## src/rtl/cdiv_pkg.sv

```systemverilog
// Shared types and sizing helpers for the sequential complex divider.
package cdiv_pkg;

  typedef enum logic [1:0] {
    IDLE = 2'd0,
    MUL  = 2'd1,
    DIV  = 2'd2,
    DONE = 2'd3
  } state_t;

  // Iteration counter width; covers packed widths up to 64 bits.
  localparam int ITER_W = 6;

  function automatic int half_width(input int width);
    return width / 2;
  endfunction

endpackage

```

## src/rtl/cdiv_if.sv

```systemverilog
// Start/done handshake and operand/result bundle for cdiv.
interface cdiv_if #(
  parameter int WIDTH = 8
);
  localparam int H = cdiv_pkg::half_width(WIDTH);

  logic             start;
  logic [WIDTH-1:0] a;
  logic [WIDTH-1:0] b;
  logic             busy;
  logic             done;
  logic [H-1:0]     quor;
  logic [H-1:0]     quoi;
  logic             div_zero;
  logic             ovf;

  modport master (output start, a, b, input busy, done, quor, quoi, div_zero, ovf);
  modport slave  (input start, a, b, output busy, done, quor, quoi, div_zero, ovf);
endinterface

```

## src/rtl/cdiv_seq_udiv.sv

```systemverilog
// Unsigned restoring divider producing one quotient bit per step strobe.
module seq_udiv #(
  parameter int W = 8
) (
  input  logic         clk,
  input  logic         rst_n,
  input  logic         load,
  input  logic         step,
  input  logic [W-1:0] dividend,
  input  logic [W-1:0] divisor,
  output logic [W-1:0] quotient,
  output logic [W-1:0] remainder
);
  logic [W-1:0] quo_r;
  logic [W-1:0] rem_r;
  logic [W:0]   shifted_s;
  logic [W:0]   trial_s;

  always_comb begin
    shifted_s = {rem_r, quo_r[W-1]};
    trial_s   = shifted_s - {1'b0, divisor};
  end

  // A clear sign bit on the trial subtraction means the divisor fits this step.
  always_ff @(posedge clk or negedge rst_n) begin
    if (!rst_n) begin
      quo_r <= {W{1'b0}};
      rem_r <= {W{1'b0}};
    end else if (load) begin
      quo_r <= dividend;
      rem_r <= {W{1'b0}};
    end else if (step) begin
      if (!trial_s[W]) begin
        rem_r <= trial_s[W-1:0];
        quo_r <= {quo_r[W-2:0], 1'b1};
      end else begin
        rem_r <= shifted_s[W-1:0];
        quo_r <= {quo_r[W-2:0], 1'b0};
      end
    end
  end

  assign quotient  = quo_r;
  assign remainder = rem_r;
endmodule

```

## src/rtl/cdiv.sv

```systemverilog
// Sequential packed complex divider: q = a / b per component, truncating toward zero,
// with a fixed start-to-done latency of 2H+2 enabled cycles.
module cdiv
  import cdiv_pkg::*;
#(
  parameter int WIDTH = 8
) (
  input logic   clk,
  input logic   rst_n,
  input logic   enable,
  cdiv_if.slave bus
);
  localparam int H  = half_width(WIDTH);
  localparam int W2 = 2 * H;
  localparam logic [ITER_W-1:0] LAST_ITER = ITER_W'(W2 - 1);
  localparam logic [W2-1:0]     POS_LIM   = W2'((32'd1 << (H - 1)) - 32'd1);
  localparam logic [W2-1:0]     NEG_LIM   = W2'(32'd1 << (H - 1));

  state_t              state_r, state_s;
  logic                load_s, step_s;
  logic [H-1:0]        ar_r, ai_r, br_r, bi_r;
  logic [ITER_W-1:0]   cnt_r;
  logic [W2-1:0]       d_r;
  logic                sr_r, si_r, dz_r;
  logic                busy_r, done_r, div_zero_r, ovf_r;
  logic [H-1:0]        quor_r, quoi_r;

  logic signed [W2:0]  are_s, aie_s, bre_s, bie_s, nr_s, ni_s;
  logic [W2-1:0]       brw_s, biw_s, d_s, nr_mag_s, ni_mag_s;
  logic [W2-1:0]       qr_s, qi_s, rem_re_unused_s, rem_im_unused_s;
  logic [H-1:0]        fr_s, fi_s;
  logic                ovf_s;

  // Numerators carry an extra bit so the sum of two products cannot overflow.
  always_comb begin
    are_s    = (W2 + 1)'($signed(ar_r));
    aie_s    = (W2 + 1)'($signed(ai_r));
    bre_s    = (W2 + 1)'($signed(br_r));
    bie_s    = (W2 + 1)'($signed(bi_r));
    nr_s     = are_s * bre_s + aie_s * bie_s;
    ni_s     = aie_s * bre_s - are_s * bie_s;
    brw_s    = W2'($signed(br_r));
    biw_s    = W2'($signed(bi_r));
    d_s      = brw_s * brw_s + biw_s * biw_s;
    nr_mag_s = nr_s[W2] ? W2'(-nr_s) : nr_s[W2-1:0];
    ni_mag_s = ni_s[W2] ? W2'(-ni_s) : ni_s[W2-1:0];
    fr_s     = sr_r ? ({H{1'b0}} - qr_s[H-1:0]) : qr_s[H-1:0];
    fi_s     = si_r ? ({H{1'b0}} - qi_s[H-1:0]) : qi_s[H-1:0];
    ovf_s    = (sr_r ? (qr_s > NEG_LIM) : (qr_s > POS_LIM)) |
               (si_r ? (qi_s > NEG_LIM) : (qi_s > POS_LIM));
  end

  always_comb begin
    state_s = state_r;
    load_s  = 1'b0;
    step_s  = 1'b0;
    if (enable) begin
      case (state_r)
        IDLE: begin
          if (bus.start) state_s = MUL;
          else           state_s = IDLE;
        end
        MUL: begin
          load_s  = 1'b1;
          state_s = DIV;
        end
        DIV: begin
          step_s = 1'b1;
          if (cnt_r == LAST_ITER) state_s = DONE;
          else                    state_s = DIV;
        end
        DONE:    state_s = IDLE;
        default: state_s = IDLE;
      endcase
    end else begin
      state_s = state_r;
    end
  end

  always_ff @(posedge clk or negedge rst_n) begin
    if (!rst_n) state_r <= IDLE;
    else        state_r <= state_s;
  end

  // Operand capture, divider setup and result registers; everything freezes with enable low.
  always_ff @(posedge clk or negedge rst_n) begin
    if (!rst_n) begin
      ar_r       <= {H{1'b0}};
      ai_r       <= {H{1'b0}};
      br_r       <= {H{1'b0}};
      bi_r       <= {H{1'b0}};
      cnt_r      <= {ITER_W{1'b0}};
      d_r        <= {W2{1'b0}};
      sr_r       <= 1'b0;
      si_r       <= 1'b0;
      dz_r       <= 1'b0;
      busy_r     <= 1'b0;
      done_r     <= 1'b0;
      div_zero_r <= 1'b0;
      ovf_r      <= 1'b0;
      quor_r     <= {H{1'b0}};
      quoi_r     <= {H{1'b0}};
    end else if (enable) begin
      done_r <= (state_r == DONE);
      case (state_r)
        IDLE: begin
          if (bus.start) begin
            ar_r   <= bus.a[WIDTH-1:H];
            ai_r   <= bus.a[H-1:0];
            br_r   <= bus.b[WIDTH-1:H];
            bi_r   <= bus.b[H-1:0];
            busy_r <= 1'b1;
          end
        end
        MUL: begin
          sr_r  <= nr_s[W2];
          si_r  <= ni_s[W2];
          d_r   <= d_s;
          dz_r  <= (d_s == {W2{1'b0}});
          cnt_r <= {ITER_W{1'b0}};
        end
        DIV: cnt_r <= cnt_r + ITER_W'(1);
        DONE: begin
          busy_r     <= 1'b0;
          quor_r     <= dz_r ? {H{1'b0}} : fr_s;
          quoi_r     <= dz_r ? {H{1'b0}} : fi_s;
          div_zero_r <= dz_r;
          ovf_r      <= !dz_r && ovf_s;
        end
        default: busy_r <= 1'b0;
      endcase
    end
  end

  seq_udiv #(.W(W2)) u_div_re (
    .clk       (clk),
    .rst_n     (rst_n),
    .load      (load_s),
    .step      (step_s),
    .dividend  (nr_mag_s),
    .divisor   (d_r),
    .quotient  (qr_s),
    .remainder (rem_re_unused_s)
  );

  seq_udiv #(.W(W2)) u_div_im (
    .clk       (clk),
    .rst_n     (rst_n),
    .load      (load_s),
    .step      (step_s),
    .dividend  (ni_mag_s),
    .divisor   (d_r),
    .quotient  (qi_s),
    .remainder (rem_im_unused_s)
  );

  assign bus.busy     = busy_r;
  assign bus.done     = done_r;
  assign bus.quor     = quor_r;
  assign bus.quoi     = quoi_r;
  assign bus.div_zero = div_zero_r;
  assign bus.ovf      = ovf_r;
endmodule

```

## src/flat_wrapper.sv

```systemverilog
// flat-port wrapper written by rule: the top's interface ports become plain ports
module cdiv_flat import cdiv_pkg::*;
#(
  parameter int WIDTH = 8
)
  (clk, rst_n, enable, bus_start, bus_a, bus_b, bus_busy, bus_done, bus_quor, bus_quoi, bus_div_zero, bus_ovf);
  cdiv_if #(.WIDTH(WIDTH)) bus_i ();
  input logic clk;
  input logic rst_n;
  input logic enable;
  input wire logic [$bits(bus_i.start)-1:0] bus_start;
  input wire logic [$bits(bus_i.a)-1:0] bus_a;
  input wire logic [$bits(bus_i.b)-1:0] bus_b;
  output wire logic [$bits(bus_i.busy)-1:0] bus_busy;
  output wire logic [$bits(bus_i.done)-1:0] bus_done;
  output wire logic [$bits(bus_i.quor)-1:0] bus_quor;
  output wire logic [$bits(bus_i.quoi)-1:0] bus_quoi;
  output wire logic [$bits(bus_i.div_zero)-1:0] bus_div_zero;
  output wire logic [$bits(bus_i.ovf)-1:0] bus_ovf;
  assign bus_i.start = bus_start;
  assign bus_i.a = bus_a;
  assign bus_i.b = bus_b;
  assign bus_busy = bus_i.busy;
  assign bus_done = bus_i.done;
  assign bus_quor = bus_i.quor;
  assign bus_quoi = bus_i.quoi;
  assign bus_div_zero = bus_i.div_zero;
  assign bus_ovf = bus_i.ovf;
  cdiv #(.WIDTH(WIDTH)) u_core (.clk(clk), .rst_n(rst_n), .enable(enable), .bus(bus_i));
endmodule
```

## config.mk

```make
export PLATFORM = sky130hd
export DESIGN_NAME = cdiv_flat
export DESIGN_NICKNAME = d
export VERILOG_FILES = /design/src/rtl/cdiv_pkg.sv /design/src/rtl/cdiv_if.sv /design/src/rtl/cdiv_seq_udiv.sv /design/src/rtl/cdiv.sv /design/src/flat_wrapper.sv
export SDC_FILE = /design/constraint.sdc
export NUM_CORES = 1
export LEC_CHECK = 0
export ABC_AREA = 1
export ABC_CLOCK_PERIOD_IN_PS = 5600
export CAP_MARGIN = 25
export CELL_PAD_IN_SITES_DETAIL_PLACEMENT = 0
export CELL_PAD_IN_SITES_GLOBAL_PLACEMENT = 1
export CORE_ASPECT_RATIO = 1.4
export CORE_MARGIN = 1
export CORE_UTILIZATION = 49
export DETAILED_ROUTE_END_ITERATION = 8
export DONT_BUFFER_PORTS = 1
export PLACE_DENSITY_LB_ADDON = 0.1
export RECOVER_POWER = 50
export SYNTH_ARGS = -nofsm -noshare
export SYNTH_HDL_FRONTEND = slang
export SYNTH_HIERARCHICAL = 1
export SYNTH_SLANG_ARGS = --single-unit
```

## constraint.sdc

```tcl
create_clock -name clk -period 5.6 [get_ports clk]
set_input_delay 0 -clock clk [delete_from_list [all_inputs] [get_ports clk]]
set_output_delay 0 -clock clk [all_outputs]
set_load 0.01 [all_outputs]
```

-- Word level (Yosys, flattened, before mapping)
Index checks and enable logic that the tools add are counted.
- $add $sub $neg: 10
- $mul: 6
- $lt $le $gt $ge: 4
- equal/unequal tests: 5
- multiplexer cells: 30
- bitwise gates (word level): 1
- reductions and logical operators: 12
- operators with widths (cell ; number):
    8-bit two-way mux ; 12
    4-bit by 4-bit multiplier with 8-bit output ; 6
    9-bit by 8-bit subtractor with 9-bit output ; 2
    8-bit by 3-bit greater-than comparator with 1-bit output, second input constant ; 2
    8-bit by 4-bit greater-than comparator with 1-bit output, second input constant ; 2
    4-bit two-way mux ; 4
    8-bit negator ; 2
    6-bit one-hot mux with 2 select lines ; 1
    1-bit two-way mux ; 11
    8-bit by 8-bit adder with 9-bit output ; 1
    8-bit by 8-bit subtractor with 9-bit output ; 1
    8-bit adder ; 1
    8-bit zero test ; 1
    2-bit one-hot mux with 4 select lines ; 1
    1-bit by 4-bit subtractor with 4-bit output, first input constant ; 2
    6-bit by 1-bit adder with 6-bit output, second input constant ; 1
    6-bit by 3-bit equality test with 1-bit output, second input constant ; 1
    2-bit AND reduction ; 3
    3-bit AND reduction ; 2
    2-bit nonzero test ; 3
    2-bit equality test, second input constant ; 2
    2-bit by 1-bit equality test with 1-bit output, second input constant ; 1
    2-bit zero test ; 1
    2-bit inequality test, second input constant ; 1
    other kinds (4) ; 4
- register bits: 79
- output and inout bits: 12

-- Depth between registers and ports, before layout
Gate-level depths: netlist (run 1).
- depth in word-level cells: 5
- depth in mapped cells: 27
- depth with buffers taken out: 26

-- Cells and area by module
Netlist (run 1), hierarchy kept.
- modules (own cells, without submodules) (module ; times used ; cells each ; area an instance (sq um) ; sequential area each (sq um)):
    cdiv ; 1 ; 945 ; 7150.6 ; 1176.1
    seq_udiv ; 2 ; 173 ; 1234.9 ; 400.4

-- Worst setup path before layout (run 1)
No wires, ideal clock.
- kind: register to register
- from: register u_core.bi_r[3]
- to: register u_core.u_div_re.quo_r[4], in the netlist u_core/u_div_re/quotient[4]
- arrival time: 4716 ps
- data required time: 5473 ps
- slack: 758 ps
- stages on the path, launching flop included: 25
- path buffers: 3
- clock period less this slack: 4842 ps
- path through: dfrtp_1 buf_6 inv_4 buf_6 or2_2 fa_1 fa_1 inv_1 fa_1 fa_1 ha_1 nand2_1 inv_1 nand2_1 nand2_1 nand2_1 nand2_1 inv_1 nand2_1 nand2_1 buf_4 nand3_1 nand2_1 o211ai_1 o21ai_1
- word-level cells in the longest chain between the ends: 5
- ends and longest elaborated chain (element ; RTL line ; text):
    from (decl) ; cdiv.sv:21 ; logic [H-1:0] ar_r, ai_r, br_r, bi_r;
    from (signal assigned) ; cdiv.sv:91 ; bi_r <= {H{1'b0}};
    from (signal assigned) ; cdiv.sv:111 ; bi_r <= bus.b[H-1:0];
    4-bit by 4-bit multiplier with 8-bit output (*) ; cdiv.sv:40 ; nr_s = are_s * bre_s + aie_s * bie_s;
    8-bit by 8-bit adder with 9-bit output (*) ; cdiv.sv:40 ;
    8-bit negator ; cdiv.sv:45 ; nr_mag_s = nr_s[W2] ? W2'(-nr_s) : nr_s[W2-1:0];
    8-bit two-way mux (*) ; cdiv.sv:45 ;
    net u_core.nr_mag_s[4] ; cdiv.sv:29 ; logic [W2-1:0] brw_s, biw_s, d_s, nr_mag_s, ni_mag_s;
    8-bit two-way mux (*) ; cdiv_seq_udiv.sv:29 ; end else if (load) begin
    to (signal assigned) ; cdiv_seq_udiv.sv:27 ; quo_r <= {W{1'b0}};
    to (signal assigned) ; cdiv_seq_udiv.sv:30 ; quo_r <= dividend;
    to (signal assigned) ; cdiv_seq_udiv.sv:35 ; quo_r <= {quo_r[W-2:0], 1'b1};
    to (decl) ; cdiv_seq_udiv.sv:14 ; logic [W-1:0] quo_r;
Mark *: on every way through the listed nets, which the timed path passes. The rest lies on a longest branch.
A chain may end at the register's enable or synchronous reset.

-- Final worst setup path (run 1)
- from: register u_core.br_r[3]
- to: register u_core.u_div_re.quo_r[4], in the netlist u_core/u_div_re/quotient[4]
- word-level cells in the longest chain between the ends: 5
- ends and longest elaborated chain (element ; RTL line ; text):
    from (decl) ; cdiv.sv:21 ;
    from (signal assigned) ; cdiv.sv:90 ; br_r <= {H{1'b0}};
    from (signal assigned) ; cdiv.sv:110 ; br_r <= bus.b[WIDTH-1:H];
    4-bit by 4-bit multiplier with 8-bit output (*) ; cdiv.sv:40 ;
    8-bit by 8-bit adder with 9-bit output (*) ; cdiv.sv:40 ;
    8-bit negator ; cdiv.sv:45 ;
    8-bit two-way mux (*) ; cdiv.sv:45 ;
    net u_core.nr_mag_s[4] ; cdiv.sv:29 ;
    8-bit two-way mux (*) ; cdiv_seq_udiv.sv:29 ;
Marks and branches as above.

==> key figures, run 1 <==
Worst setup path
  – Worst path arrival time: 5220 ps
  – Origin of the critical flop-to-flop path: u_core/br_r[3]
  – End of the worst register-to-register path: u_core/u_div_re/quotient[4]
  – CP max stage delay: around 570 ps
  – Bufs and invs on worst path: 4
  – CP max FO: 14
  – Worst path slowest cell: fa_1
  – Critical path class: reg -> reg
  – Worst setup EP type: register
  – Critical-path cell list: inv_1, nor2_1, fa_1, inv_1, fa_1, inv_1, fa_1, fa_1, ha_1, nand2_1, o21ai_0, inv_1, nand2_1, nand3_1, nand2_1, nand2_1, nand2_1, nand2_1, o211ai_1, o21ai_1
  – R2r setup slk: about 600 ps
  – Cell repeated most along the worst path: nand2_1
  – Top delay family on crit path: adder cells
  – R2R cell count: 20
  – Worst setup SP type: register
  – Critical path required time: just under 6000 ps

Die
  – Die Height: about 170 microns
  – Die X: 120 microns
  – Total core area: approximately 0.019 sq mm
  – Site Rows: 60
  – Full die area: slightly above 0.02 sq mm
  – Initial Util: 0.501
  – Number of I/O pins: 32

STA
  – Fin crit share: 0.891
  – Final slew viol count: 80
  – Tmin final: roughly 5000 ps
  – RSZ-0062 raised after global routing: false
  – Endpoints failing hold: 1
  – Actual slew at the worst max-slew pin: roughly 4300 ps
  – Final setup TNS: 0 ps
  – Setup Viol. Count Final: 0
  – Clock skew: 13.5 ps
  – Highest Clock Rate: between 200 and 250 MHz
  – Hold slack: -10.4 ps
  – Max_slew headroom: -1.87

Clock tree
  – Resized Gates After CTS: 0
  – CTS tree: built
  – Reg clk slew, reported paths: approximately 70 ps
  – Cts bufs inserted: 9
  – Post-CTS Setup Bufs: 0
  – Clk root buf: clkbuf_16
  – Worst-Skew Late Latency: between 300 and 400 ps
  – # clock sinks: 79
  – CTS Buffer Depth: 2
  – # hold bufs at CTS: 19
  – Htree depth: 3

Status
  – Status: finished with violations
  – Failing checks: negative hold slack, max-capacitance violations, max-slew violations

Route
  – Antenna-violating nets left: 0
  – 1st-pass router iterations: 5
  – DR WL/cell: around 13 microns
  – Drt first-iter violations: 305
  – Vias/cell: between 4 and 5
  – DRC viols: 0
  – DR vias: 7,616
  – Final WL: roughly 21,000 microns

Synth
  – Synth top area cells: dfrtp_1, fa_1, nand2_1
  – Yosys top cell by area: dfrtp_1
  – Yosys cell types: 44
  – Simple-gate portion of the synthesized area: 0.259
  – Commonest cells in the netlist: nand2_1, inv_1, ha_1
  – Syn nets: ~1,500
  – Most common cell in the netlist: nand2_1
  – Sequential area share after synthesis: 0.205
  – Post-synth EDFFs: 0
  – Xor/xnor share of the synthesized area: 0.0346
  – Mux cell area share after synthesis: 0.0105
  – FF+latch count, synth: 79
  – Cell Area, Synth: about 0.0096 sq mm
  – Post-synth top area share: 0.205
  – Synth Area in Compound Gates: 0.0658
  – Async set-reset flop share out of synthesis: 1.00
  – Top_reg_cell synth: dfrtp_1
  – Synth Instances: 1,291
  – Main combinational cell family by area after synthesis: adder cells
  – Yosys warning total: 6
  – Adder-cell area share of the yosys netlist: 0.295
  – Mean Syn Cell Area: about 7.5 sq um

Global route
  – Largest net degree at the start of global routing: 80
  – First-pass GRT wire length: 36,400 microns
  – Total gr overflow: 0
  – Initial antenna violation count: 0
  – Vias in the first global route: a little under 8,000
  – GRT Resource Usage Total: 0.226

Placement
  – Final Wtd Congestion: between 0.8 and 0.9
  – DP Cell Count: 1,520
  – Dpl hpwl: 16,800 microns
  – Port-buffer cells: 0

Flow run
  – Max Cap Viol: 1

Worst hold path
  – Hold depth: 3
  – Worst Hold Endpoint: u_core/bi_r[3]
  – Hold WC Path Type: in -> reg
  – Min-delay src: enable

Final layout
  – Final core occ: 0.541
  – Final non-filler cell total: roughly 1,600
  – Final-stage net count: around 1,500
  – Syn-to-layout area delta: 8.04%
  – Fillcell total: just under 2,000
  – Proportion of layout cells with a drive suffix above 1: 0.0580
  – N_diodes: 0
[cell type report]
type,instances,area (sq um),area share
repair buffers,30,279,0.0268
clock inverters,7,85.1,0.00819
multi-input cells,889,6400,0.616
clock buffers,9,225,0.0217
well taps,248,310,0.0299
flip-flops and latches,79,1980,0.190
inverters,296,1110,0.107
[worst min-delay path: cells and delay by family]
kind | cells | cell delay (ps)
AND/OR/NAND/NOR | 2 | 200
AO/OA/AOI/OAI | 1 | 100
[through the flow]
stage	cell area, sq um	setup slack [ps]
CTS	10400	563
floorplan	9620	758
finish	10400	608
global route	10400	179
detailed placement	9860	578
global placement	9860	668
[sequential cells by signal (all words and copies together), names as in the netlist, 4 cells and up]
| register | cells |
|---|---|
| u_core/u_div_re/remainder | 8 |
| u_core/u_div_im/remainder | 8 |
| u_core/cnt_r | 6 |
| u_core/br_r | 4 |
| u_core/bus.quoi | 4 |
| u_core/bi_r | 4 |
| u_core/u_div_im/quotient | 8 |
| u_core/ar_r | 4 |
| u_core/bus.quor | 4 |
| u_core/ai_r | 4 |
| u_core/u_div_re/quotient | 8 |
| u_core/d_r | 8 |
[worst max path at each step]
stage | end | start | cells past startpoint
global placement | u_core/u_div_re/quotient[4] | u_core/br_r[3] | 21
detailed placement | u_core/u_div_im/quotient[3] | u_core/bi_r[0] | 20
finish | u_core/u_div_re/quotient[4] | u_core/br_r[3] | 20
global route | u_core/u_div_re/quotient[4] | u_core/bi_r[0] | 21
CTS | u_core/u_div_im/quotient[3] | u_core/bi_r[0] | 20
floorplan | u_core/u_div_re/quotient[4] | u_core/bi_r[3] | 24
[logic make-up after synthesis]
family          after synthesis
buf+inv                     323
xor+xnor                     38
flops                        79
mux                           9
simple gates                556
fa+ha+maj                   178
compound gates              108
[per-layer routing]
metal  vias up  track usage  share of wire
met5         -            0              0
met2        75        0.427           0.52
li1       3974            -              -
met4         0       0.0649          0.019
met3        19       0.0268          0.021
met1      3548        0.263           0.44
[placed cells by master, fill, tap and decap left out, drive strengths merged]
| cell type | synthesis | routed |
|---|---|---|
| a21o | 3 | 3 |
| a21oi | 30 | 30 |
| a221oi | 1 | 1 |
| a31oi | 2 | 2 |
| a32o | 1 | 1 |
| buf | 5 | 9 |
| bufinv | 0 | 1 |
| clkbuf | 22 | 10 |
| clkinv | 3 | 4 |
| dfrtp | 79 | 79 |
| dlygate4sd3 | 0 | 20 |
| fa | 82 | 82 |
| ha | 96 | 96 |
| inv | 293 | 298 |
| mux2 | 9 | 9 |
| nand2 | 367 | 367 |
| nand3 | 77 | 77 |
| nand3b | 25 | 25 |
| nand4 | 9 | 9 |
| nor2 | 61 | 61 |
| nor3 | 6 | 6 |
| nor3b | 3 | 3 |
| o211ai | 15 | 15 |
| o21a | 3 | 3 |
| o21ai | 48 | 48 |
| o21bai | 1 | 1 |
| o22ai | 3 | 3 |
| o311ai | 1 | 1 |
| or2 | 8 | 8 |
| xnor2 | 17 | 17 |
| xor2 | 21 | 21 |
Power of run 1 is not shown: default switching activity piles up to over one toggle a cycle in this logic, so the estimate is an artifact.
==> inputs of run 2 (changes only) <==
--- a/config.mk
+++ b/config.mk
@@ -12,7 +12,7 @@
 export CELL_PAD_IN_SITES_GLOBAL_PLACEMENT = 1
 export CORE_ASPECT_RATIO = 1.4
 export CORE_MARGIN = 1
-export CORE_UTILIZATION = 49
+export CORE_UTILIZATION = 27
 export DETAILED_ROUTE_END_ITERATION = 8
 export DONT_BUFFER_PORTS = 1
 export PLACE_DENSITY_LB_ADDON = 0.1
==> key figures, run 2 (synthesis results as in run 1) <==
Final layout
  – N_diodes: 0
  – Most common cell after layout, fill and taps aside: nand2_1
  – Syn-to-layout area delta: 10.7%
  – Seq. cell area: around 0.0020 sq mm
  – Area of the multi-input gates: ~0.0064 sq mm
  – Final-stage net count: 1,505
  – Proportion of layout cells with a drive suffix above 1: 0.0610
  – Most frequent cells in the layout: nand2_1, inv_1, ha_1
  – Fillcell total: 3,853
  – Post-route cell area: roughly 0.011 sq mm

Die
  – Die X: roughly 160 microns
  – Die Height: ~230 microns
  – Initial Util: 0.275
  – Number of I/O pins: 32
  – Full die area: between 0.03 and 0.04 sq mm
  – Total core area: between 0.03 and 0.04 sq mm
  – Site Rows: ~80

STA
  – Final slew viol count: 80
  – Setup Viol. Count Final: 0
  – Endpoints failing hold: 0
  – Clock skew: between 15 and 20 ps
  – Worst setup margin: between 500 and 600 ps
  – Highest Clock Rate: between 150 and 200 MHz
  – Actual slew at the worst max-slew pin: between 4000 and 5000 ps
  – Fin crit share: 0.900
  – Tmin final: 5040 ps
  – RSZ-0062 raised after global routing: false
  – Max_slew headroom: -2.14
  – Final setup TNS: 0 ps

Route
  – Antenna-violating nets left: 0
  – Final WL: around 25,000 microns
  – 1st-pass router iterations: 4
  – DR WL/cell: 14.2 microns
  – DRC viols: 0
  – DR vias: 7,567
  – Drt first-iter violations: 273
  – Vias/cell: 4.28

Clock tree
  – # clock sinks: ~80
  – CTS tree: built
  – Resized Gates After CTS: 0
  – Reg clk slew, reported paths: approximately 80 ps
  – Clk root buf: clkbuf_16
  – Htree depth: 3
  – Worst-Skew Late Latency: 370 ps
  – CTS Buffer Depth: 2
  – Cts bufs inserted: 9

Worst hold path
  – Worst Hold Endpoint: u_core/state_r[0]
  – Hold depth: 3
  – Min-delay src: bus_start
  – Hold WC Path Type: in -> reg

Global route
  – Largest net degree at the start of global routing: 80
  – Vias in the first global route: 7,741
  – GRT Resource Usage Total: 0.147
  – First-pass GRT wire length: approximately 41,000 microns
  – Total gr overflow: 0
  – Initial antenna violation count: 0

Placement
  – Dpl hpwl: ~21,000 microns
  – Setup Slack @ Placement: between 500 and 600 ps
  – DP Area: roughly 0.010 sq mm
  – Final Wtd Congestion: approximately 0.74
  – Port-buffer cells: 0

Worst setup path
  – Worst setup EP type: register
  – Worst setup SP type: register
  – CP max FO: 14
  – Worst path arrival time: approximately 5300 ps
  – End of the worst register-to-register path: u_core/u_div_re/quotient[4]
  – R2R cell count: 20
  – Critical path required time: 5850 ps
  – Critical path class: reg -> reg
  – Origin of the critical flop-to-flop path: u_core/br_r[3]
  – R2r setup slk: around 560 ps

Status
  – Status: finished with violations
  – Failing checks: max-capacitance violations, max-slew violations

Flow run
  – Max Cap Viol: 1
run 2: cell type report:
type                    instances  share of cell area
inverters                     296               0.105
flip-flops and latches         79               0.186
clock inverters                 7             0.00717
clock buffers                   9              0.0212
multi-input cells             889               0.601
well taps                     456              0.0536
repair buffers                 32              0.0264
run 2: per-layer routing:
layer / global-route usage / up-vias / part of all wire
met5: 0 / - / 0
met4: 0.0365 / 0 / 0.010
met3: 0.0180 / 8 / 0.017
met2: 0.288 / 47 / 0.56
met1: 0.165 / 3532 / 0.42
li1: - / 3980 / -
run 2: per-stage QoR:
stage	cells	utilization	hold slack, ps
after floorplan	1291	-	-296
after global routing	1768	0.305	120
final	1768	0.305	78.7
after detailed placement	1733	0.291	-291
after CTS	1768	0.305	73.1
after global placement	1733	0.291	-291
run 2: worst max-delay path by stage:
| stage | from | end | slack (ps) | cells past startpoint |
|---|---|---|---|---|
| after CTS | u_core/br_r[3] | u_core/u_div_re/quotient[4] | 490 | 20 |
| after global routing | rst_n | u_core/br_r[3] | 70 | 2 |
| final | u_core/br_r[3] | u_core/u_div_re/quotient[4] | 560 | 20 |
| after global placement | u_core/br_r[3] | u_core/u_div_re/quotient[4] | 590 | 20 |
| after floorplan | u_core/bi_r[3] | u_core/u_div_re/quotient[4] | 760 | 24 |
| after detailed placement | u_core/br_r[3] | u_core/u_div_re/quotient[4] | 500 | 20 |
run 2: worst max-delay path, cell delays in order, from the launching register on:
cell,delay (ps)
dfrtp_1,420
inv_1,480
nor2_1,130
fa_1,580
inv_1,70
fa_1,550
inv_1,80
fa_1,500
fa_1,490
ha_1,350
nand2_1,80
o21ai_0,160
inv_1,60
nand2_1,70
nand3_1,90
nand2_1,350
nand2_1,90
nand2_1,70
nand2_1,40
o211ai_1,170
o21ai_1,80
run 2: what timing repair did:
action / 4_1_cts / 5_1_grt
hold buffers: 19 / 0
hold endpoints to repair: 100 / 0
buffers inserted: 0 / 0
Power of run 2 is left out for the same reason.
